File: config.mk
export PLATFORM = sky130hd
export DESIGN_NAME = cordic
export DESIGN_NICKNAME = d
export VERILOG_FILES = /design/src/rtl/cordic.sv
export SDC_FILE = /design/constraint.sdc
export NUM_CORES = 1
export LEC_CHECK = 0
export ABC_AREA = 1
export CAP_MARGIN = 30
export CELL_PAD_IN_SITES_DETAIL_PLACEMENT = 2
export CELL_PAD_IN_SITES_GLOBAL_PLACEMENT = 2
export CORE_MARGIN = 2
export CORE_UTILIZATION = 32
export CTS_CLUSTER_SIZE = 16
export DETAILED_ROUTE_END_ITERATION = 8
export PLACE_DENSITY_LB_ADDON = 0.1
export SKIP_CTS_REPAIR_TIMING = 1
export SLEW_MARGIN = 0
export SYNTH_ARGS = -nofsm -noshare
export SYNTH_HDL_FRONTEND = slang
export SYNTH_SLANG_ARGS = --single-unit
File: constraint.sdc
create_clock -name clock -period 6.5 [get_ports clock]
set_input_delay 1.95 -clock clock [delete_from_list [all_inputs] [get_ports clock]]
set_output_delay 1.95 -clock clock [all_outputs]
set_load 0.01 [all_outputs]
File: src/rtl/cordic.sv
// Iterative rotation-mode CORDIC: rotates (x_start, y_start) by a signed Q3.(ANGLE_WIDTH-3)
// radian angle, one micro-rotation per clock, with quadrant pre-rotation and output saturation.
module cordic #(
   parameter int WIDTH       = 16,
   parameter int ITERATIONS  = 15,
   parameter int ANGLE_WIDTH = 32
) (
   input  logic                          clock,
   input  logic                          reset,
   input  logic                          start,
   input  logic signed [WIDTH-1:0]       x_start,
   input  logic signed [WIDTH-1:0]       y_start,
   input  logic signed [ANGLE_WIDTH-1:0] angle,
   output logic signed [WIDTH-1:0]       cosine,
   output logic signed [WIDTH-1:0]       sine,
   output logic                          done
);

   localparam int XW = WIDTH + 2;
   localparam int CW = (ITERATIONS > 1) ? $clog2(ITERATIONS) : 1;
   localparam logic [CW-1:0] LAST = CW'(ITERATIONS - 1);

   typedef enum logic [1:0] {IDLE, ROTATE, DONE} state_t;

   // Constants are tabulated in Q3.29 and rescaled to the configured angle width.
   function automatic logic signed [ANGLE_WIDTH-1:0] q329(input logic signed [31:0] v);
      logic signed [63:0] w;
      w = 64'(v);
      return ANGLE_WIDTH'((ANGLE_WIDTH <= 32) ? (w >>> (32 - ANGLE_WIDTH))
                                              : (w <<< (ANGLE_WIDTH - 32)));
   endfunction

   function automatic logic signed [31:0] atan_q329(input int unsigned i);
      case (i)
         0:       return 32'sd421657428;
         1:       return 32'sd248918915;
         2:       return 32'sd131521918;
         3:       return 32'sd66762579;
         4:       return 32'sd33510843;
         5:       return 32'sd16771758;
         6:       return 32'sd8387925;
         7:       return 32'sd4194219;
         8:       return 32'sd2097141;
         9:       return 32'sd1048575;
         default: return (i < 30) ? (32'sd1 <<< (29 - i)) : '0;
      endcase
   endfunction

   function automatic logic signed [WIDTH-1:0] sat(input logic signed [XW-1:0] v);
      if (v[XW-1:WIDTH-1] == '0 || v[XW-1:WIDTH-1] == '1) return v[WIDTH-1:0];
      return v[XW-1] ? {1'b1, {(WIDTH-1){1'b0}}} : {1'b0, {(WIDTH-1){1'b1}}};
   endfunction

   localparam logic signed [ANGLE_WIDTH-1:0] HALF_PI = q329(32'sh3243F6A9);
   localparam logic signed [ANGLE_WIDTH-1:0] PI      = q329(32'sh6487ED51);

   state_t                          state_q, state_d;
   logic        [CW-1:0]            i_q, i_d;
   logic signed [XW-1:0]            x_q, x_d, y_q, y_d;
   logic signed [ANGLE_WIDTH-1:0]   z_q, z_d;
   logic signed [WIDTH-1:0]         cos_q, cos_d, sin_q, sin_d;
   logic                            done_q, done_d;
   logic signed [XW-1:0]            x_ext, y_ext, x_sh, y_sh;
   logic signed [ANGLE_WIDTH-1:0]   atan_i;

   always_ff @(posedge clock) begin
      if (!reset) begin
         state_q <= IDLE;
         i_q     <= '0;
         x_q     <= '0;
         y_q     <= '0;
         z_q     <= '0;
         cos_q   <= '0;
         sin_q   <= '0;
         done_q  <= 1'b0;
      end else begin
         state_q <= state_d;
         i_q     <= i_d;
         x_q     <= x_d;
         y_q     <= y_d;
         z_q     <= z_d;
         cos_q   <= cos_d;
         sin_q   <= sin_d;
         done_q  <= done_d;
      end
   end

   always_comb begin
      state_d = state_q;
      case (state_q)
         IDLE, DONE: if (start) state_d = ROTATE;
         ROTATE:     if (i_q == LAST) state_d = DONE;
         default:    state_d = IDLE;
      endcase
   end

   always_comb begin
      i_d    = i_q;
      x_d    = x_q;
      y_d    = y_q;
      z_d    = z_q;
      cos_d  = cos_q;
      sin_d  = sin_q;
      done_d = done_q;
      x_ext  = {{2{x_start[WIDTH-1]}}, x_start};
      y_ext  = {{2{y_start[WIDTH-1]}}, y_start};
      x_sh   = x_q >>> i_q;
      y_sh   = y_q >>> i_q;
      atan_i = q329(atan_q329(32'(i_q)));
      case (state_q)
         IDLE, DONE: begin
            if (start) begin
               done_d = 1'b0;
               i_d    = '0;
               // Fold angles beyond +/-pi/2 by a half-turn so z stays inside CORDIC convergence.
               if (angle > HALF_PI) begin
                  z_d = angle - PI;
                  x_d = -x_ext;
                  y_d = -y_ext;
               end else if (angle < -HALF_PI) begin
                  z_d = angle + PI;
                  x_d = -x_ext;
                  y_d = -y_ext;
               end else begin
                  z_d = angle;
                  x_d = x_ext;
                  y_d = y_ext;
               end
            end
         end
         ROTATE: begin
            if (!z_q[ANGLE_WIDTH-1]) begin
               x_d = x_q - y_sh;
               y_d = y_q + x_sh;
               z_d = z_q - atan_i;
            end else begin
               x_d = x_q + y_sh;
               y_d = y_q - x_sh;
               z_d = z_q + atan_i;
            end
            i_d = i_q + 1'b1;
            if (i_q == LAST) begin
               cos_d  = sat(x_d);
               sin_d  = sat(y_d);
               done_d = 1'b1;
            end
         end
         default: ;
      endcase
   end

   assign cosine = cos_q;
   assign sine   = sin_q;
   assign done   = done_q;

endmodule

==> metrics <==
Die X-Extent 217.5 microns; HP Start done; Hold Crit Class register to register; pin count of the biggest net entering global routing 116; worst skew pair latency 380 ps; Buf/Inv on CP 5; CP endpoint kind register; Routed WL 66.26 mm; Top delay family on crit path simple AND/OR/NAND/NOR gates; Critical Path Start i_q[2]; synth top area cells nand2_1 16%, dfxtp_1 15%, nand3_1 8.8%, o21ai_0 8.0%, ha_1 7.5%; Residual DRC 0; final hold vios 0; Layout fillers 5,756; crit-path cells inv_2 > nand3_1 > nand2_1 > a21oi_2 > ha_1 > inv_1 > nor3_1 > nand4_1 > nand2_1 > o21ai_0 > inv_1 > o21a_1 > o21ai_0 > xor2_1 > ha_1 > inv_1 > nor3_1 > nand2_1 > o311ai_0 > nand3_1 > nand3_1 > nand2_1 > inv_2 > a21oi_1; met3 Usage GRT 2.106%; vias in the first global route 18,560; Synthesized Nets 2,669; hold slack 484.5 ps; met2 GRT Util 55.29%; clk_skew 13.74 ps; critical path data required time 6760 ps; Post-synth EDFFs 0; Synth Warn # 0; PortBufs 99; Most Crowded Layer GR met2; f_max 0.1708 GHz; critical path's largest stage delay 960 ps; GRT met1 Usage 30.67%; Synth Area in Simple Gates 36.67%; DR vias/cell 5.480; Post-synth ARST share 0%; CTS tree yes; adder-cell area share of the yosys netlist 7.875%; Post-Synth XOR/XNOR Area 5.825%; Die Y 217.5 microns; CP Launch Type register; syn avg cell area 5.806 sq um; fin cells 3,148; register area share after synthesis 14.69%; most frequent CP cell nand2_1; Bufs on Longest Clock Path 2; cell with the most instances after synthesis nand2_1; Starting Density 32.28%; Num CTS Buffers 9; row count 78; post-layout min period 5856 ps; wire length per cell 21.05 microns; Sink Count 107; largest family of logic cells by synthesized area simple AND/OR/NAND/NOR gates; post-synth top area share 15.65%; Post-Syn Area 14,590 sq um; final setup fails 0; Setup CP Type register to register; initial drt markers 716; maxcap violations 0; Slew Limit Headroom 35.40%; Leak 7.673 nW; Reg clk slew, reported paths 80 ps; die area 47,300 sq um; drt pass-1 iters 4; GRT Total Usage 27.96%; reg-to-reg startpoint i_q[2]; total grt overflow 0; status finished, final reports clean; worst vdd ir 0.0001570 V; count of state elements after synthesis 107; share of layout cells above drive strength 1 6.476%; Placed Cells 3,131; initial antenna violation count 0; ANT nets after route 0; RSZ-0062 raised after global routing false; max-slew violations 0; crit path DAT 6120 ps; Detail Placement HPWL 53.98 mm; Synth Area in Compound Gates 23.30%; commonest cells in the netlist 608 x nand2_1, 286 x inv_1, 257 x nand3_1; Placer Congestion 0.8793; crit path max fanout 20; Distinct cells, synth 55; Synth area leader nand2_1; ys flop type dfxtp_1; Clock Tree Root clkbuf_16; Post-Synthesis Cells 2,512; H-tree depth 3; mux share of post-synthesis cell area 0%; Slew @ Worst Pin 967.7 ps; final worst path period share 90.09%; P&R area growth vs syn 11.74%; Via Count 17,250; nets@finish 2,700; I/O pin total 100; # diodes 0; core area 45,190 sq um; Final TNS setup 0 ps; Critical-path top delay cell dfxtp_1; Cell Pwr Density 264.8 nW/um^2; global-route wire length before repair 103.7 mm
## stage by stage
step	utilization (%)	setup slack, ps	instance area (sq um)	power [mW]
2_1_floorplan	-	1899	14590	2.868
3_3_place_gp	35.35	1089	15970	3.653
3_5_place_dp	35.35	640.5	15970	3.754
4_1_cts	36.01	638.2	16270	4.354
5_1_grt	36.07	146.8	16300	4.697
6_report	36.07	643.9	16300	4.315
## registers in the layout, summed over array words and instances (netlist names)
name,flops
sine,16
done,1
cosine,16
state_q,2
x_q,18
i_q,4
z_q,32
y_q,18
## layout by cell type (no fill, tap or decap), types with 10 or more instances in the layout
cell	n
nand2_1	608
inv_1	286
nand3_1	257
o21ai_0	232
a21oi_1	191
nor2_1	175
dfxtp_1	106
clkdlybuf4s50_1	98
ha_1	87
xor2_1	62
nor3_1	60
a31oi_1	37
xnor2_1	35
nand4_1	28
a21oi_2	25
nand2_2	24
o211ai_1	22
buf_4	22
o21bai_1	17
nor2_2	14
o21ai_2	13
inv_2	11
o21ai_1	10
## worst min-delay path: stages (launching register included)
cell and delay, ps:
dfxtp_1 320, nand2_1 60, a21oi_1 60
## cells by family after synthesis
group	count (synthesis)
compound gates	595
xor+xnor	97
fa+ha+maj	90
buf+inv	408
flops	107
simple gates	1215
## routing by layer
metal,share of wire [%],up-vias,routed length [microns]
met5,0,-,0
met1,41,8547,26880
met3,1.5,89,973
met4,3.8,0,2520
met2,54,191,35890
li1,-,8424,-
## where the power goes
group / switching (mW) / internal, mW / leakage [nW] / total [mW]
combinational: 1.99 / 0.924 / 6.65 / 2.91
clock: 0.303 / 0.271 / 0.138 / 0.574
sequential: 0.110 / 0.720 / 0.880 / 0.830
## path summary, 6_finish.rpt
kind,end,slack (ps),cells after the start
worst max-delay path,sine[13],640,24
worst min-delay path,done,480,2
worst max register to register,sine[13],640,24
worst min register to register,done,480,2
## layout make-up
cell class | count | area (sq um) | share of cell area [%]
inverter | 305 | 1152 | 7.071
tap | 600 | 750.7 | 4.607
clock buffer | 9 | 225.2 | 1.382
sequential | 107 | 2143 | 13.15
multi-input combinational | 1997 | 10760 | 66.00
clock inverter | 7 | 71.32 | 0.4376
timing repair buffer | 123 | 1199 | 7.355
No activity file was read; power rests on OpenSTA's default activity.
